**config.mk**
```make
export PLATFORM = sky130hd
export DESIGN_NAME = mem_arbiter
export DESIGN_NICKNAME = d
export VERILOG_FILES = /design/src/rtl/mem_arbiter.sv
export SDC_FILE = /design/constraint.sdc
export NUM_CORES = 1
export LEC_CHECK = 0
export ABC_AREA = 1
export CAP_MARGIN = 15
export CORE_MARGIN = 2
export CORE_UTILIZATION = 30
export CTS_BUF_LIST = sky130_fd_sc_hd__clkbuf_8 sky130_fd_sc_hd__clkbuf_16
export DETAILED_ROUTE_END_ITERATION = 10
export GPL_ROUTABILITY_DRIVEN = 0
export PLACE_DENSITY = 0.73
export SETUP_SLACK_MARGIN = 0.3
export SLEW_MARGIN = 10
export SYNTH_ARGS = -nofsm -noshare
export SYNTH_HDL_FRONTEND = slang
export SYNTH_SLANG_ARGS = --single-unit
```
**constraint.sdc**
```tcl
create_clock -name clk -period 2.6 [get_ports clk]
set_input_delay 0.78 -clock clk [delete_from_list [all_inputs] [get_ports clk]]
set_output_delay 0.78 -clock clk [all_outputs]
set_load 0.02 [all_outputs]
```
**src/rtl/mem_arbiter.sv**
```systemverilog
`timescale 1ns/1ps
// -----------------------------------------------------------------------------
// mem_arbiter
//
// Shares the single-ported unified main memory between the I-cache fill path
// and the D-cache fill / write-through path. One requester is served at a
// time. A fill streams BLOCK_WORDS read addresses out back-to-back and steers
// the returning words into the granted cache with a word index. A write is
// a single memory cycle.
//
// Ports
//   clk, rst              clock, synchronous active-high reset
//   i_req, i_addr         I-cache fill request (level) and miss byte address
//   d_req, d_wr           D-cache fill / single-word write requests (level)
//   d_addr, d_wdata       D-cache byte address and write data
//   mem_en, mem_wr        memory strobe and direction (1 = write)
//   mem_addr, mem_wdata   memory byte address and write data (0 when idle)
//   mem_rdata, mem_valid  read data return, one pulse per read, in order
//   fill_data, fill_word  returned word and its index within the block
//   i_fill_we, d_fill_we  cache line write enables for the granted port
//   i_done, d_done        one-cycle completion pulses
//   busy                  arbiter is not idle
//   o_dbg_state           current FSM state, for checkers and debug
//
// Handshake: a requester raises its request and holds it until its done
// pulse; requests are only looked at while idle, so a request that is still
// high in the cycle after done starts a new transaction. Dropping a request
// mid-transaction does not cancel it. Memory reads return mem_valid in issue
// order with any fixed latency; mem_valid outside a fill is ignored.
// -----------------------------------------------------------------------------
module mem_arbiter #(
   parameter int BLOCK_WORDS = 8
) (
   input  logic                           clk,
   input  logic                           rst,
   input  logic                           i_req,
   input  logic [15:0]                    i_addr,
   input  logic                           d_req,
   input  logic                           d_wr,
   input  logic [15:0]                    d_addr,
   input  logic [15:0]                    d_wdata,
   output logic                           mem_en,
   output logic                           mem_wr,
   output logic [15:0]                    mem_addr,
   output logic [15:0]                    mem_wdata,
   input  logic [15:0]                    mem_rdata,
   input  logic                           mem_valid,
   output logic [15:0]                    fill_data,
   output logic [$clog2(BLOCK_WORDS)-1:0] fill_word,
   output logic                           i_fill_we,
   output logic                           d_fill_we,
   output logic                           i_done,
   output logic                           d_done,
   output logic                           busy,
   output logic [1:0]                     o_dbg_state
);

   // word index width and byte offset width within a block
   localparam int WB = $clog2(BLOCK_WORDS);
   localparam int OB = WB + 1;

   // clears the byte offset inside a block
   localparam logic [15:0] C_BLK_MASK = ~((16'd1 << OB) - 16'd1);

   localparam logic [1:0] S_IDLE    = 2'd0;
   localparam logic [1:0] S_I_FILL  = 2'd1;
   localparam logic [1:0] S_D_FILL  = 2'd2;
   localparam logic [1:0] S_D_WRITE = 2'd3;

   logic [1:0]    r_state;
   logic          r_last_d;   // 1 = the most recent grant went to the D port
   logic [15:0]   r_base;     // block base (fill) or word address (write)
   logic [15:0]   r_wdata;
   logic [WB:0]   r_issue;    // read addresses issued; MSB set = all issued
   logic [WB-1:0] r_recv;     // words received so far

   logic          w_in_fill;
   logic          w_in_write;
   logic          w_issue;
   logic          w_recv;
   logic          w_last_word;
   logic          w_pend_i;
   logic          w_pend_d;
   logic          w_grant_d;
   logic          w_grant_i;
   logic [15:0]   w_issue_addr;

   // ---------------------------------------------------------------------------
   // Decode of registered state; only mem_valid/mem_rdata reach outputs
   // combinationally, the request inputs never do.
   // ---------------------------------------------------------------------------
   assign w_in_fill  = (r_state == S_I_FILL) || (r_state == S_D_FILL);
   assign w_in_write = (r_state == S_D_WRITE);

   // BLOCK_WORDS is a power of two, so the counter MSB flags "all issued"
   assign w_issue     = w_in_fill & ~r_issue[WB];
   assign w_recv      = w_in_fill & mem_valid;
   assign w_last_word = w_recv & (&r_recv);

   // base has its offset bits cleared, so OR-ing the word offset is an add
   assign w_issue_addr = r_base | {{(16-OB){1'b0}}, r_issue[WB-1:0], 1'b0};

   // Round robin: on a tie the port that was not served last wins.
   // r_last_d resets to 0 (I), so the D port wins the first tie.
   assign w_pend_i  = i_req;
   assign w_pend_d  = d_req | d_wr;
   assign w_grant_d = w_pend_d & (~w_pend_i | ~r_last_d);
   assign w_grant_i = w_pend_i & ~w_grant_d;

   assign mem_en    = w_issue | w_in_write;
   assign mem_wr    = w_in_write;
   assign mem_addr  = w_in_write ? r_base : (w_issue ? w_issue_addr : 16'd0);
   assign mem_wdata = w_in_write ? r_wdata : 16'd0;

   assign fill_data = w_recv ? mem_rdata : 16'd0;
   assign fill_word = w_recv ? r_recv : '0;
   assign i_fill_we = w_recv & (r_state == S_I_FILL);
   assign d_fill_we = w_recv & (r_state == S_D_FILL);

   // done rides on the last returned word, so the cache sees it together
   // with the final fill write
   assign i_done = w_last_word & (r_state == S_I_FILL);
   assign d_done = (w_last_word & (r_state == S_D_FILL)) | w_in_write;

   assign busy        = (r_state != S_IDLE);
   assign o_dbg_state = r_state;

   // ---------------------------------------------------------------------------
   // State and counters
   // ---------------------------------------------------------------------------
   always_ff @(posedge clk) begin
      if (rst) begin
         r_state  <= S_IDLE;
         r_last_d <= 1'b0;
         r_base   <= 16'd0;
         r_wdata  <= 16'd0;
         r_issue  <= '0;
         r_recv   <= '0;
      end else begin
         case (r_state)
            S_IDLE: begin
               r_issue <= '0;
               r_recv  <= '0;
               if (w_grant_d) begin
                  r_last_d <= 1'b1;
                  // a pending write goes ahead of a pending D fill; the
                  // fill is picked up on a later pass through idle
                  if (d_wr) begin
                     r_state <= S_D_WRITE;
                     r_base  <= {d_addr[15:1], 1'b0};
                     r_wdata <= d_wdata;
                  end else begin
                     r_state <= S_D_FILL;
                     r_base  <= d_addr & C_BLK_MASK;
                  end
               end else if (w_grant_i) begin
                  r_last_d <= 1'b0;
                  r_state  <= S_I_FILL;
                  r_base   <= i_addr & C_BLK_MASK;
               end
            end

            S_I_FILL, S_D_FILL: begin
               if (w_issue) begin
                  r_issue <= r_issue + 1'b1;
               end
               if (w_recv) begin
                  r_recv <= r_recv + 1'b1;
               end
               if (w_last_word) begin
                  r_state <= S_IDLE;
                  r_issue <= '0;
                  r_recv  <= '0;
               end
            end

            S_D_WRITE: begin
               r_state <= S_IDLE;
            end

            default: begin
               r_state <= S_IDLE;
            end
         endcase
      end
   end

endmodule

```
After elaboration in Yosys (flattened, before gate mapping)

Index checks and enable logic that the tools add are counted.

Output and inout port bits: 60
Register bits: 42

Mux-type cells: 21
$add $sub $neg: 2
Reduce and logical (&&, ||, !) cells: 12
Equal/unequal tests: 7
Bitwise gates (word level): 18

Operators by type and width:

| cell                                                             | count |
|---|---|
| 16-bit 2-to-1 mux                                                | 6 |
| 16-bit by 4-bit OR with 16-bit output                            | 1 |
| 4-bit 2-to-1 mux                                                 | 3 |
| 1-bit AND                                                        | 9 |
| 3-bit 2-to-1 mux                                                 | 3 |
| 3-bit inequality test (second input constant)                    | 3 |
| 4-bit case mux with 2 select lines                               | 1 |
| 2-bit AND reduction                                              | 4 |
| 2-bit 2-to-1 mux                                                 | 3 |
| 2-bit case mux with 3 select lines                               | 1 |
| 3-bit case mux with 2 select lines                               | 1 |
| 3-bit AND reduction                                              | 2 |
| 2-bit nonzero test                                               | 3 |
| 4-bit by 1-bit adder with 4-bit output (second input constant)   | 1 |
| 2-bit == test (second input constant)                            | 2 |
| 1-bit inverter                                                   | 4 |
| 1-bit OR                                                         | 4 |
| 3-bit by 1-bit adder with 3-bit output (second input constant)   | 1 |
| 1-bit 2-to-1 mux                                                 | 3 |
| 2-bit by 1-bit == test with 1-bit output (second input constant) | 1 |
| 2-bit logical NOT                                                | 1 |
| 2-bit inequality test (second input constant)                    | 1 |
| 2-bit OR reduction                                               | 1 |
| 1-bit logical OR                                                 | 1 |

Depth between registers and ports, before layout

Depth in word-level cells: 8
Depth in mapped cells: 9
Mapped depth without buffers: 8

Worst setup path after synthesis

No wires, ideal clock.

Path kind: register to output
From: register r_state[0], in the netlist o_dbg_state[0]
To: output mem_addr[1]
Buffers on the path: 1
Stages on the path, launching flop included: 10
Arrival time: 1.721 ns
Data required time: 1.820 ns
Path slack: 0.099 ns
Cell sequence: dfxtp_1 -> inv_1 -> ha_1 -> buf_2 -> nand2_1 -> inv_1 -> nor2_1 -> inv_1 -> o21ai_0 -> inv_1

Word-level cells in the longest chain between the ends: 5

Ends and longest elaborated chain:

| element                                                                          | line | source |
|---|---|---|
| from (decl)                                                                      | 70   | `logic [1:0] r_state;` |
| from (signal assigned)                                                           | 133  | `r_state <= S_IDLE;` |
| from (signal assigned)                                                           | 149  | `r_state <= S_D_WRITE;` |
| from (signal assigned)                                                           | 153  | `r_state <= S_D_FILL;` |
| 2-bit by 1-bit == test with 1-bit output / 2-bit == test (equally long branches) | 92   | `assign w_in_fill = (r_state == S_I_FILL) \|\| (r_state == S_D_FILL);` |
| 1-bit logical OR                                                                 | 92   |  |
| 1-bit AND                                                                        | 96   | `assign w_issue = w_in_fill & ~r_issue[WB];` |
| 16-bit 2-to-1 mux                                                                | 112  | `assign mem_addr = w_in_write ? r_base : (w_issue ? w_issue_addr : 16'd0);` |
| 16-bit 2-to-1 mux (*)                                                            | 112  |  |
| to (decl)                                                                        | 44   | `output logic [15:0] mem_addr,` |

Mark *: on every way between the ends. The rest lies on a longest branch, timed or not.

Worst setup path in the final report

From: register r_state[0], in the netlist o_dbg_state[0]
To: output mem_addr[5]

The elaborated chain is that of the path after synthesis.

==> reports/results.tsv <==
metric	value	unit
Core Footprint	7690	um2
Clk Latency, worst-skew pair	280	ps
DRC Markers	0	
PwrDens	1080	nW/um2
ys flop type	dfxtp_1	
Finished Layout Cells	646	
IO buf count	123	
clock sinks	41	
via count	2860	
remaining global-route overflow	0	
Total Power	4.90	mW
hold path depth	2	
post-synth top area share	0.346	
worst vdd ir	0.000517	V
vias per inst	4.43	
Overall Global Routing Usage	0.166	
Reg clk slew, reported paths	80	ps
nets@finish	621	
Cells after Synth	392	
initial antenna violation count	0	
fmax	408	MHz
First DRT Iteration DRCs	109	
Yosys reg bits	41	
Final min period	2450	ps
Synth cell types	25	
Slowest-stage cell, CP	dfxtp_2	
HP Class	register to register	
CTS tree	done	
share of cells above drive strength 1	0.309	
mean post-synth cell area	6.05	um2
filler cell count	685	
Row Count	32	
capturing point of the worst reg2reg path	r_issue[2]	
CTS Hold Buffers Added	0	
drt pass-1 iters	4	
Largest stage delay, worst path	350	ps
area delta synth->final	91.3	%
Clock Tree Buf Depth	2	
Hold Path Origin	r_last_d	
crit share post-route	0.943	
Synth Net Count	470	
max-capacitance violation count	0	
cell mode on critical path	nor2_4	
worst setup path category	register to output port	
Setup WS pre-CTS	-422	ps
largest net degree at the start of global routing	25	
Ys Warns	0	
worst r2r src	o_dbg_state[0]	
CP required	1820	ps
Synth area leader	dfxtp_1	
number of global-route vias before repair	2636	
delay-heaviest family, CP	buffers and inverters	
Post-synth EDFFs	0	
r2r setup slk	160	ps
Reg area	823	um2
top post-synthesis cells by area	dfxtp_1 35%, nor2_1 18%, inv_1 13%	
total CTS buffers	5	
critical path launch point type	register	
Worst Hold Endpoint	r_last_d	
DP HPWL	5.20	mm
Fin Hold WS	474	ps
status	finished clean	
area of the multi-input gates	1450	um2
die area	8640	um2
cells along the critical path	inv_2 -> ha_4 -> nand2_4 -> inv_4 -> nor2_4 -> buf_12 -> buf_16 -> nor2_4 -> buf_6	
FFs w/ async S/R, synth	0	
setup violators final	0	
CP bufs+invs	5	
final WL	8.22	mm
PnR worst setup slack	148	ps
RSZ-0062 raised after global routing	true	
crit path DAT	1670	ps
Final Util	0.590	
final hold vios	0	
synthesized area	2370	um2
clk root buf	clkbuf_8	
Pleak	2.17	nW
register area share after synthesis	0.346	
# diodes	0	
wire length per cell	12.7	um
Worst Path Max Fanout	6	
Die W	92.9	um
# IOs	130	
post-route ant nets	0	
Initial Util	0.309	
reg2reg path depth	19	
fin. max-slew vios	0	
H-tree depth	2	
first-pass GRT wire length	11.7	mm
clk_skew	3.25	ps
crit end category	output port	
die extent in y	92.9	um
# placed instances	614	
==> placed cells by master, fill, tap and decap left out, types with 3 or more instances in the layout <==
cell             count
buf_4               21
o21ai_2              4
ha_1                 5
clkdlybuf4s15_2     15
o21ai_0             29
inv_1               74
clkbuf_8             7
buf_6               48
dfxtp_1             39
nand3_4              3
clkdlybuf4s50_1     65
o21ai_1              3
buf_12               4
a21oi_1             11
nor2_4              30
nand2_1             61
nor2_1              78
nand3_1              7
nor2_2               4
inv_2                8
==> power by group <==
group | switching, mW | total, mW | internal, mW
clock network | 0.214 | 0.454 | 0.240
logic | 1.82 | 3.51 | 1.69
registers | 0.103 | 0.936 | 0.833
total | 2.14 | 4.90 | 2.76
==> final cells by class <==
cell class	instances	area share
flip-flops and latches	41	0.181
multi-input cells	249	0.319
inverters	85	0.0717
clock inverters	1	0.00110
clock buffers	7	0.0212
well taps	102	0.0281
repair buffers	161	0.378
==> flip-flops by register name, summed over array words and instances, names as in the netlist <==
signal,flops
r_wdata,16
r_issue,4
r_last_d,1
r_recv,3
o_dbg_state,2
r_base,15
==> cell usage after synthesis, drive strengths merged, types with 8 or more instances <==
cell and number:
a21oi 12, buf 8, clkbuf 9, dfxtp 41, ha 8, inv 84, nand2 66, nand3 11
nor2 112, o21ai 36
==> worst max-delay path by stage <==
stage	from	endpoint	slack, ps	cells after the start
6_report	o_dbg_state[0]	mem_addr[5]	150	9
5_1_grt	o_dbg_state[0]	mem_addr[14]	90	9
4_1_cts	o_dbg_state[1]	mem_addr[4]	190	9
3_5_place_dp	mem_valid	d_done	-420	5
3_3_place_gp	mem_valid	d_done	-380	5
2_1_floorplan	o_dbg_state[0]	mem_addr[1]	310	9
==> through the flow <==
stage / setup TNS, ps / instance area [um2]
floorplan: 0 / 2410
global placement: -9530 / 3780
detailed placement: -9910 / 3780
CTS: 0 / 4060
global route: 0 / 4540
finish: 0 / 4540
==> timing repair <==
item,4_1_cts,5_1_grt
setup endpoints to repair,57,59
gates resized for setup,273,113
setup buffers,14,6
gates cloned,1,3
pin swaps,4,11
==> worst register-to-register path, cell delays in order (launching register included) <==
cell     delay [ps]
dfxtp_2         350
inv_2            50
ha_4            290
nand2_4          60
buf_4           140
buf_6           110
buf_6           100
buf_6           100
buf_6           110
buf_6           110
buf_6           100
buf_6           100
buf_6           100
buf_6           100
buf_6           100
buf_6           100
nand3_4         110
nand3_2          80
nand2_1          70
nor2_1           40
==> layer usage <==
layer | vias to the layer above | global-route usage | part of all wire
li1 | 1447 | - | -
met1 | 1290 | 0.185 | 0.41
met2 | 105 | 0.315 | 0.50
met3 | 18 | 0.0366 | 0.054
met4 | 0 | 0.0466 | 0.029
met5 | - | 0 | 0
==> logic make-up after synthesis <==
| kind of cell | after synthesis | synth area share |
|---|---|---|
| simple gates | 191 | 0.324 |
| flops | 41 | 0.346 |
| fa+ha+maj | 8 | 0.0422 |
| compound gates | 49 | 0.106 |
| other cells | 1 | 0.00158 |
| buf+inv | 102 | 0.180 |
(Power assumes the default switching activity.)
